--- src/rtl/mux_arb_pkg.sv ---
// Shared constants, FSM encoding and helpers for the 4-way round-robin mux arbiter.
package mux_arb_pkg;

  localparam int N_REQ = 4;
  localparam int SEL_W = 2;

  typedef enum logic {
    ST_IDLE  = 1'b0,
    ST_GRANT = 1'b1
  } state_e;

  // Binary index of a one-hot vector; OR-ing the set positions is exact for one-hot input.
  function automatic logic [SEL_W-1:0] onehot2idx(input logic [N_REQ-1:0] oh);
    logic [SEL_W-1:0] idx;
    idx = '0;
    for (int i = 0; i < N_REQ; i++) begin
      if (oh[i]) idx = idx | SEL_W'(i);
    end
    return idx;
  endfunction

endpackage

--- src/rtl/mux4_rr_arbiter_if.sv ---
// Requester-facing bundle of the arbiter: request vector in, grant/select/status out.
// Handshake: a source holds req[i] high for as long as it wants the mux; it owns the
// mux in every cycle where gnt[i] is high, and ownership ends on the edge after it
// drops req[i] (or after a timeout preempts it, flagged by a one-cycle preempt pulse).
interface mux4_rr_arbiter_if;
  import mux_arb_pkg::*;

  logic [N_REQ-1:0] req;
  logic [N_REQ-1:0] gnt;
  logic [SEL_W-1:0] sel;
  logic             sel_valid;
  logic             preempt;
  state_e           dbg_state;

  modport master (
    output req,
    input  gnt, sel, sel_valid, preempt, dbg_state
  );

  modport slave (
    input  req,
    output gnt, sel, sel_valid, preempt, dbg_state
  );

endinterface

--- src/rtl/rr_pick4.sv ---
// Combinational circular priority picker: first set request scanning from ptr upward.
module rr_pick4
  import mux_arb_pkg::*;
(
  input  logic [N_REQ-1:0] req,
  input  logic [SEL_W-1:0] ptr,
  output logic [N_REQ-1:0] pick_oh,
  output logic [SEL_W-1:0] pick_idx,
  output logic             pick_any
);

  // Walk ptr, ptr+1, ... (mod 4) and latch the first requester found.
  always_comb begin : p_scan
    logic [SEL_W-1:0] cand;
    cand     = '0;
    pick_oh  = '0;
    pick_idx = '0;
    pick_any = 1'b0;
    for (int i = 0; i < N_REQ; i++) begin
      cand = ptr + SEL_W'(i);
      if (!pick_any && req[cand]) begin
        pick_any = 1'b1;
        pick_idx = cand;
        pick_oh  = N_REQ'(1) << cand;
      end
    end
  end

endmodule

--- src/rtl/mux4_rr_arbiter.sv ---
// Round-robin arbiter with bounded hold time, sharing one mux_4to1 among four sources.
module mux4_rr_arbiter
  import mux_arb_pkg::*;
#(
  parameter int MAX_HOLD = 8,
  parameter int HOLD_W   = 4
) (
  input logic                clk,
  input logic                rst_n,
  mux4_rr_arbiter_if.slave   bus
);

  localparam logic [HOLD_W-1:0] HOLD_LAST = HOLD_W'(MAX_HOLD - 1);

  state_e            state_q, state_d;
  logic [SEL_W-1:0]  ptr_q, ptr_d;
  logic [HOLD_W-1:0] hold_cnt_q, hold_cnt_d;
  logic [N_REQ-1:0]  gnt_q, gnt_d;
  logic [SEL_W-1:0]  sel_q, sel_d;
  logic              sel_valid_q, sel_valid_d;
  logic              preempt_q, preempt_d;
  logic [SEL_W-1:0]  own_idx_d;

  logic [SEL_W-1:0]  owner;
  logic [SEL_W-1:0]  owner_next;
  logic              owner_req;
  logic              timeout;

  logic [N_REQ-1:0]  seed_oh, alt_oh;
  logic [SEL_W-1:0]  seed_idx, alt_idx;
  logic              seed_any, alt_any;

  assign owner      = onehot2idx(gnt_q);
  assign owner_next = owner + SEL_W'(1);
  assign owner_req  = |(bus.req & gnt_q);
  assign timeout    = (MAX_HOLD != 0) && (hold_cnt_q == HOLD_LAST);

  // Fresh pick from the rotating pointer, used when leaving idle.
  rr_pick4 u_pick_seed (
    .req      (bus.req),
    .ptr      (ptr_q),
    .pick_oh  (seed_oh),
    .pick_idx (seed_idx),
    .pick_any (seed_any)
  );

  // Successor pick: everyone but the current owner, starting just after it.
  rr_pick4 u_pick_alt (
    .req      (bus.req & ~gnt_q),
    .ptr      (owner_next),
    .pick_oh  (alt_oh),
    .pick_idx (alt_idx),
    .pick_any (alt_any)
  );

  // State, pointer, hold counter and registered outputs; reset aborts any grant silently.
  always_ff @(posedge clk) begin
    if (!rst_n) begin
      state_q     <= ST_IDLE;
      ptr_q       <= '0;
      hold_cnt_q  <= '0;
      gnt_q       <= '0;
      sel_q       <= '0;
      sel_valid_q <= 1'b0;
      preempt_q   <= 1'b0;
    end else begin
      state_q     <= state_d;
      ptr_q       <= ptr_d;
      hold_cnt_q  <= hold_cnt_d;
      gnt_q       <= gnt_d;
      sel_q       <= sel_d;
      sel_valid_q <= sel_valid_d;
      preempt_q   <= preempt_d;
    end
  end

  // Grant decision: idle pick, release hand-off, hold counting and timeout preemption.
  always_comb begin
    state_d    = state_q;
    ptr_d      = ptr_q;
    hold_cnt_d = hold_cnt_q;
    gnt_d      = gnt_q;
    own_idx_d  = owner;
    preempt_d  = 1'b0;
    case (state_q)
      ST_IDLE: begin
        gnt_d = '0;
        if (seed_any) begin
          gnt_d      = seed_oh;
          own_idx_d  = seed_idx;
          state_d    = ST_GRANT;
          hold_cnt_d = '0;
        end
      end
      ST_GRANT: begin
        if (!owner_req) begin
          // Release wins over a coincident timeout, so no preempt here.
          ptr_d      = owner_next;
          hold_cnt_d = '0;
          if (alt_any) begin
            gnt_d     = alt_oh;
            own_idx_d = alt_idx;
          end else begin
            gnt_d   = '0;
            state_d = ST_IDLE;
          end
        end else if (timeout) begin
          // With nobody waiting the owner simply restarts its hold window.
          hold_cnt_d = '0;
          if (alt_any) begin
            gnt_d     = alt_oh;
            own_idx_d = alt_idx;
            ptr_d     = owner_next;
            preempt_d = 1'b1;
          end
        end else if (MAX_HOLD != 0) begin
          hold_cnt_d = hold_cnt_q + HOLD_W'(1);
        end
      end
      default: begin
        state_d = ST_IDLE;
        gnt_d   = '0;
      end
    endcase
  end

  // Select outputs follow the new grant; sel keeps its last value while idle.
  always_comb begin
    sel_valid_d = |gnt_d;
    sel_d       = sel_valid_d ? own_idx_d : sel_q;
  end

  assign bus.gnt       = gnt_q;
  assign bus.sel       = sel_q;
  assign bus.sel_valid = sel_valid_q;
  assign bus.preempt   = preempt_q;
  assign bus.dbg_state = state_q;

endmodule

--- src/flat_wrapper.sv ---
// flat-port wrapper written by rule: the top's interface ports become plain ports
module mux4_rr_arbiter_flat import mux_arb_pkg::*;
#(
  parameter int MAX_HOLD = 8,
  parameter int HOLD_W   = 4
)
  (clk, rst_n, bus_req, bus_gnt, bus_sel, bus_sel_valid, bus_preempt, bus_dbg_state);
  mux4_rr_arbiter_if bus_i ();
  input logic clk;
  input logic rst_n;
  input wire logic [$bits(bus_i.req)-1:0] bus_req;
  output wire logic [$bits(bus_i.gnt)-1:0] bus_gnt;
  output wire logic [$bits(bus_i.sel)-1:0] bus_sel;
  output wire logic [$bits(bus_i.sel_valid)-1:0] bus_sel_valid;
  output wire logic [$bits(bus_i.preempt)-1:0] bus_preempt;
  output wire logic [$bits(bus_i.dbg_state)-1:0] bus_dbg_state;
  assign bus_i.req = bus_req;
  assign bus_gnt = bus_i.gnt;
  assign bus_sel = bus_i.sel;
  assign bus_sel_valid = bus_i.sel_valid;
  assign bus_preempt = bus_i.preempt;
  assign bus_dbg_state = bus_i.dbg_state;
  mux4_rr_arbiter #(.MAX_HOLD(MAX_HOLD), .HOLD_W(HOLD_W)) u_core (.clk(clk), .rst_n(rst_n), .bus(bus_i));
endmodule
--- config.mk ---
export PLATFORM = sky130hd
export DESIGN_NAME = mux4_rr_arbiter_flat
export DESIGN_NICKNAME = d
export VERILOG_FILES = /design/src/rtl/mux_arb_pkg.sv /design/src/rtl/mux4_rr_arbiter_if.sv /design/src/rtl/rr_pick4.sv /design/src/rtl/mux4_rr_arbiter.sv /design/src/flat_wrapper.sv
export SDC_FILE = /design/constraint.sdc
export NUM_CORES = 1
export LEC_CHECK = 0
export CAP_MARGIN = 20
export CORE_MARGIN = 3
export CORE_UTILIZATION = 65
export CTS_BUF_LIST = sky130_fd_sc_hd__clkbuf_4
export CTS_CLUSTER_DIAMETER = 30
export DETAILED_ROUTE_END_ITERATION = 8
export PLACE_DENSITY = 0.92
export SLEW_MARGIN = 20
export SYNTH_ARGS = -nofsm -noshare
export SYNTH_HDL_FRONTEND = slang
export SYNTH_SLANG_ARGS = --single-unit
export TNS_END_PERCENT = 10
--- constraint.sdc ---
create_clock -name clk -period 6.45 [get_ports clk]
set_clock_uncertainty 0.05 [all_clocks]
set_input_delay 1.29 -clock clk [delete_from_list [all_inputs] [get_ports clk]]
set_output_delay 1.29 -clock clk [all_outputs]
set_load 0.01 [all_outputs]
==> impl_table.tex <==
\begin{tabular}{lr}
\hline
Metric & Value \\
\hline
\multicolumn{2}{l}{\textbf{Finish}} \\
Layout Area Growth over Synthesis & 7.19\% \\
Layout cell share with drive strength beyond 1 & 0.103 \\
Count of fill cells added during filler insertion & between 150 and 200 \\
Net count reported at finish & between 200 and 250 \\
Post-Route Utilization & 0.738 \\
Antenna Cells & 0 \\
\multicolumn{2}{l}{\textbf{Timing}} \\
Sum Neg Setup Slack & 0 ns \\
Ratio of final minimum period to clock period & 0.626 \\
Hold Fails Final Rpt & 0 \\
Final Max Tran Viols & 0 \\
Worst hold-check slack & about 0.43 ns \\
Peak clock frequency supported by timing & $\sim$250 MHz \\
Slew Limit Headroom & 0.553 \\
Worst-Margin Slew & approximately 0.66 ns \\
Unrepaired setup endpoints after global routing & false \\
Final Critical Period & 4.04 ns \\
Number of setup violations in the final report & 0 \\
\multicolumn{2}{l}{\textbf{Drt}} \\
Routed length on met2 & $\sim$2100 µm \\
DR WL met3 & roughly 330 µm \\
Via density per instance & around 7.0 \\
Uppermost layer routed & met4 \\
Via Count & 1711 \\
Post-route DRC violation count & 0 \\
Number of DRC violations after detailed-routing iteration 0 & 128 \\
Final wirelength & approximately 4300 µm \\
Post-detailed-route wirelength per cell & between 15 and 20 µm \\
First-pass iteration count of the detailed router & 4 \\
Final ANT Viol Nets & 0 \\
Met1 Wirelength & 1810 µm \\
\multicolumn{2}{l}{\textbf{Pwr}} \\
Worst vdd rail ir drop & roughly 320 µV \\
Leakage component of the power & 0.000687 µW \\
P per Cell Area & $\sim$450 nW/µm² \\
\multicolumn{2}{l}{\textbf{Die}} \\
Die H & 57.5 µm \\
Chip Width & $\sim$57 µm \\
Effective utilization at floorplan & 0.689 \\
Placeable core area & 2500 µm² \\
Ports placed on the boundary & 15 \\
Die area & roughly 3300 µm² \\
Std cell rows & 18 \\
\multicolumn{2}{l}{\textbf{Yosys}} \\
Netlist Area Pre-Place & between 1500 and 2000 µm² \\
Number of library cell types mapped by synthesis & between 50 and 60 \\
Number of enable-type register cells in the synthesized netlist & 0 \\
Net count after synthesis & between 200 and 250 \\
Post-Synthesis Cells & 210 \\
Avg Synthesized Cell Area & 8.20 µm² \\
Flip-flop and latch count after synthesis & 15 \\
Synth async-reset ratio & 0 \\
Flip-flop cell with the highest count after synthesis & dfxtp\_1 \\
Sequential element share of the synthesized area & 0.174 \\
Number of warning messages in the yosys log & 0 \\
\multicolumn{2}{l}{\textbf{Critical path}} \\
Max incr delay on CP & between 0.6 and 0.7 ns \\
Setup Crit Path Kind & primary input to flip-flop \\
Critical path buffer and inverter count & 1 \\
Cell breakdown of the critical path & clkdlybuf4s50\_1, mux2\_2, and2\_1, nor2\_1, a41oi\_2, o211ai\_1, a2bb2oi\_1, nor4\_4, mux2i\_1 \\
Worst endpoint data arrival time & approximately 4.2 ns \\
Cell family contributing the most delay on the critical path & simple AND/OR/NAND/NOR gates \\
Crit path max fanout & 16 \\
Critical path startpoint category & primary input \\
CP max-delay cell & clkdlybuf4s50\_1 \\
Sort of element at the end of the critical path & flip-flop \\
Worst EP required & 6.61 ns \\
\multicolumn{2}{l}{\textbf{CTS}} \\
Maximum clock insertion buffer count & 2 \\
CTS H-tree lvls & 1 \\
Clock transition at path regs & roughly 0.080 ns \\
Clock Sinks & 15 \\
Number of buffers inserted by post-CTS setup repair & 0 \\
Clock tree from TritonCTS & built \\
Resize count post-CTS & 0 \\
Worst skew pair latency & $\sim$0.29 ns \\
Clk root buf & clkbuf\_4 \\
Number of buffers inserted for hold repair after clock tree synthesis & 0 \\
Clock buffers created by TritonCTS & 3 \\
\multicolumn{2}{l}{\textbf{Place}} \\
Final RePlAce weighted congestion & about 0.94 \\
Number of port buffers & 14 \\
Dpl hpwl & between 3000 and 4000 µm \\
\multicolumn{2}{l}{\textbf{Global routing}} \\
Antenna violations before repair & 0 \\
Overall routing resource usage & 0.267 \\
Leftover overflow at the end of global routing & 0 \\
Maximum number of pins on one net before global-route repair & 18 \\
Wire length of the first global-routing pass & 7210 µm \\
Via count of the first global-routing pass & 1597 \\
\multicolumn{2}{l}{\textbf{Hold path}} \\
Type of the worst min-delay path & flip-flop to flip-flop \\
\multicolumn{2}{l}{\textbf{Status}} \\
Status & completed \\
\multicolumn{2}{l}{\textbf{Run}} \\
MaxCap Viol Count & 0 \\
\hline
\end{tabular}
==> stage by stage <==
step | total power (µW) | setup slack [ns] | instances | area, µm²
final | 831 | 2.41 | 244 | 1850
after detailed placement | 758 | 2.22 | 240 | 1820
after global routing | 891 | 2.28 | 244 | 1850
after global placement | 735 | 2.34 | 240 | 1820
after CTS | 816 | 2.51 | 244 | 1850
after floorplan | 638 | 3.19 | 210 | 1720
==> worst min-delay path, stage by stage, from the launching register on <==
cell and delay (ns):
dfxtp_1 0.32, nand2_1 0.05, mux2i_1 0.06
==> logic make-up after synthesis <==
logic type / share of synthesized area
and+or+nand+nor: 0.247
adders and majority gates: 0.0945
buffers and inverters: 0.0683
muxes: 0.135
xor gates and xnor gates: 0.00509
DFF: 0.174
AOI/OAI and AO/OA: 0.275
==> cell usage in the layout (no fill, tap or decap), types with 7 or more instances in the layout <==
cell / count
nand2_1: 15
a22oi_1: 8
o21ai_0: 8
clkdlybuf4s50_1: 14
dfxtp_1: 15
a21oi_1: 14
and2_1: 7
nor2_1: 22
ha_1: 13
inv_1: 8
nor2b_1: 8
==> state kept, by name, summed over array words and instances (netlist names) <==
register / cells
u_core.ptr_q: 2
u_core.bus.sel: 2
u_core.bus.preempt: 1
u_core.hold_cnt_q: 4
u_core.bus.gnt: 4
u_core.bus.dbg_state: 1
u_core.bus.sel_valid: 1
==> layer usage <==
layer	vias up	global-route usage
met4	0	0.0795
li1	793	-
met5	-	0
met3	12	0.0475
met1	801	0.350
met2	105	0.445
==> path summary, 6_finish.rpt <==
kind	startpoint	endpoint	slack, ns	cells after the start
min reg2reg	u_core.bus.sel[0]	u_core.bus.sel[0]	0.43	2
min	u_core.bus.sel[0]	u_core.bus.sel[0]	0.43	2
max reg2reg	u_core.bus.gnt[1]	u_core.bus.sel[1]	2.69	10
max	bus_req[3]	u_core.bus.sel[1]	2.41	9
==> where the power goes <==
group | switching, µW | internal [µW] | total, µW
Sequential | 46.9 | 115 | 162
Combinational | 336 | 274 | 610
Clock | 30.5 | 28.2 | 58.7
==> synth_stat cells, types with 5 or more instances <==
master | n | area share
dfxtp_1 | 15 | 0.17
and2_1 | 7 | 0.025
nand2_1 | 15 | 0.033
mux2i_1 | 6 | 0.035
a21oi_1 | 14 | 0.041
inv_1 | 8 | 0.017
ha_1 | 13 | 0.094
nand3_1 | 5 | 0.015
mux4_2 | 6 | 0.078
buf_2 | 7 | 0.020
nor2b_1 | 8 | 0.029
o21ai_0 | 8 | 0.023
a22oi_1 | 8 | 0.035
o211ai_1 | 6 | 0.026
nor2_1 | 22 | 0.048
==> final cells by class <==
cell class | instances | area (µm²) | share of cell area
Clock buffer | 4 | 30.0 | 0.0163
Inverter | 9 | 33.8 | 0.0183
Timing Repair Buffer | 14 | 140 | 0.0759
Tap cell | 30 | 37.5 | 0.0203
Sequential cell | 15 | 300 | 0.163
Multi-Input combinational cell | 172 | 1300 | 0.706
Note: power is estimated with default switching activity, not from simulation.
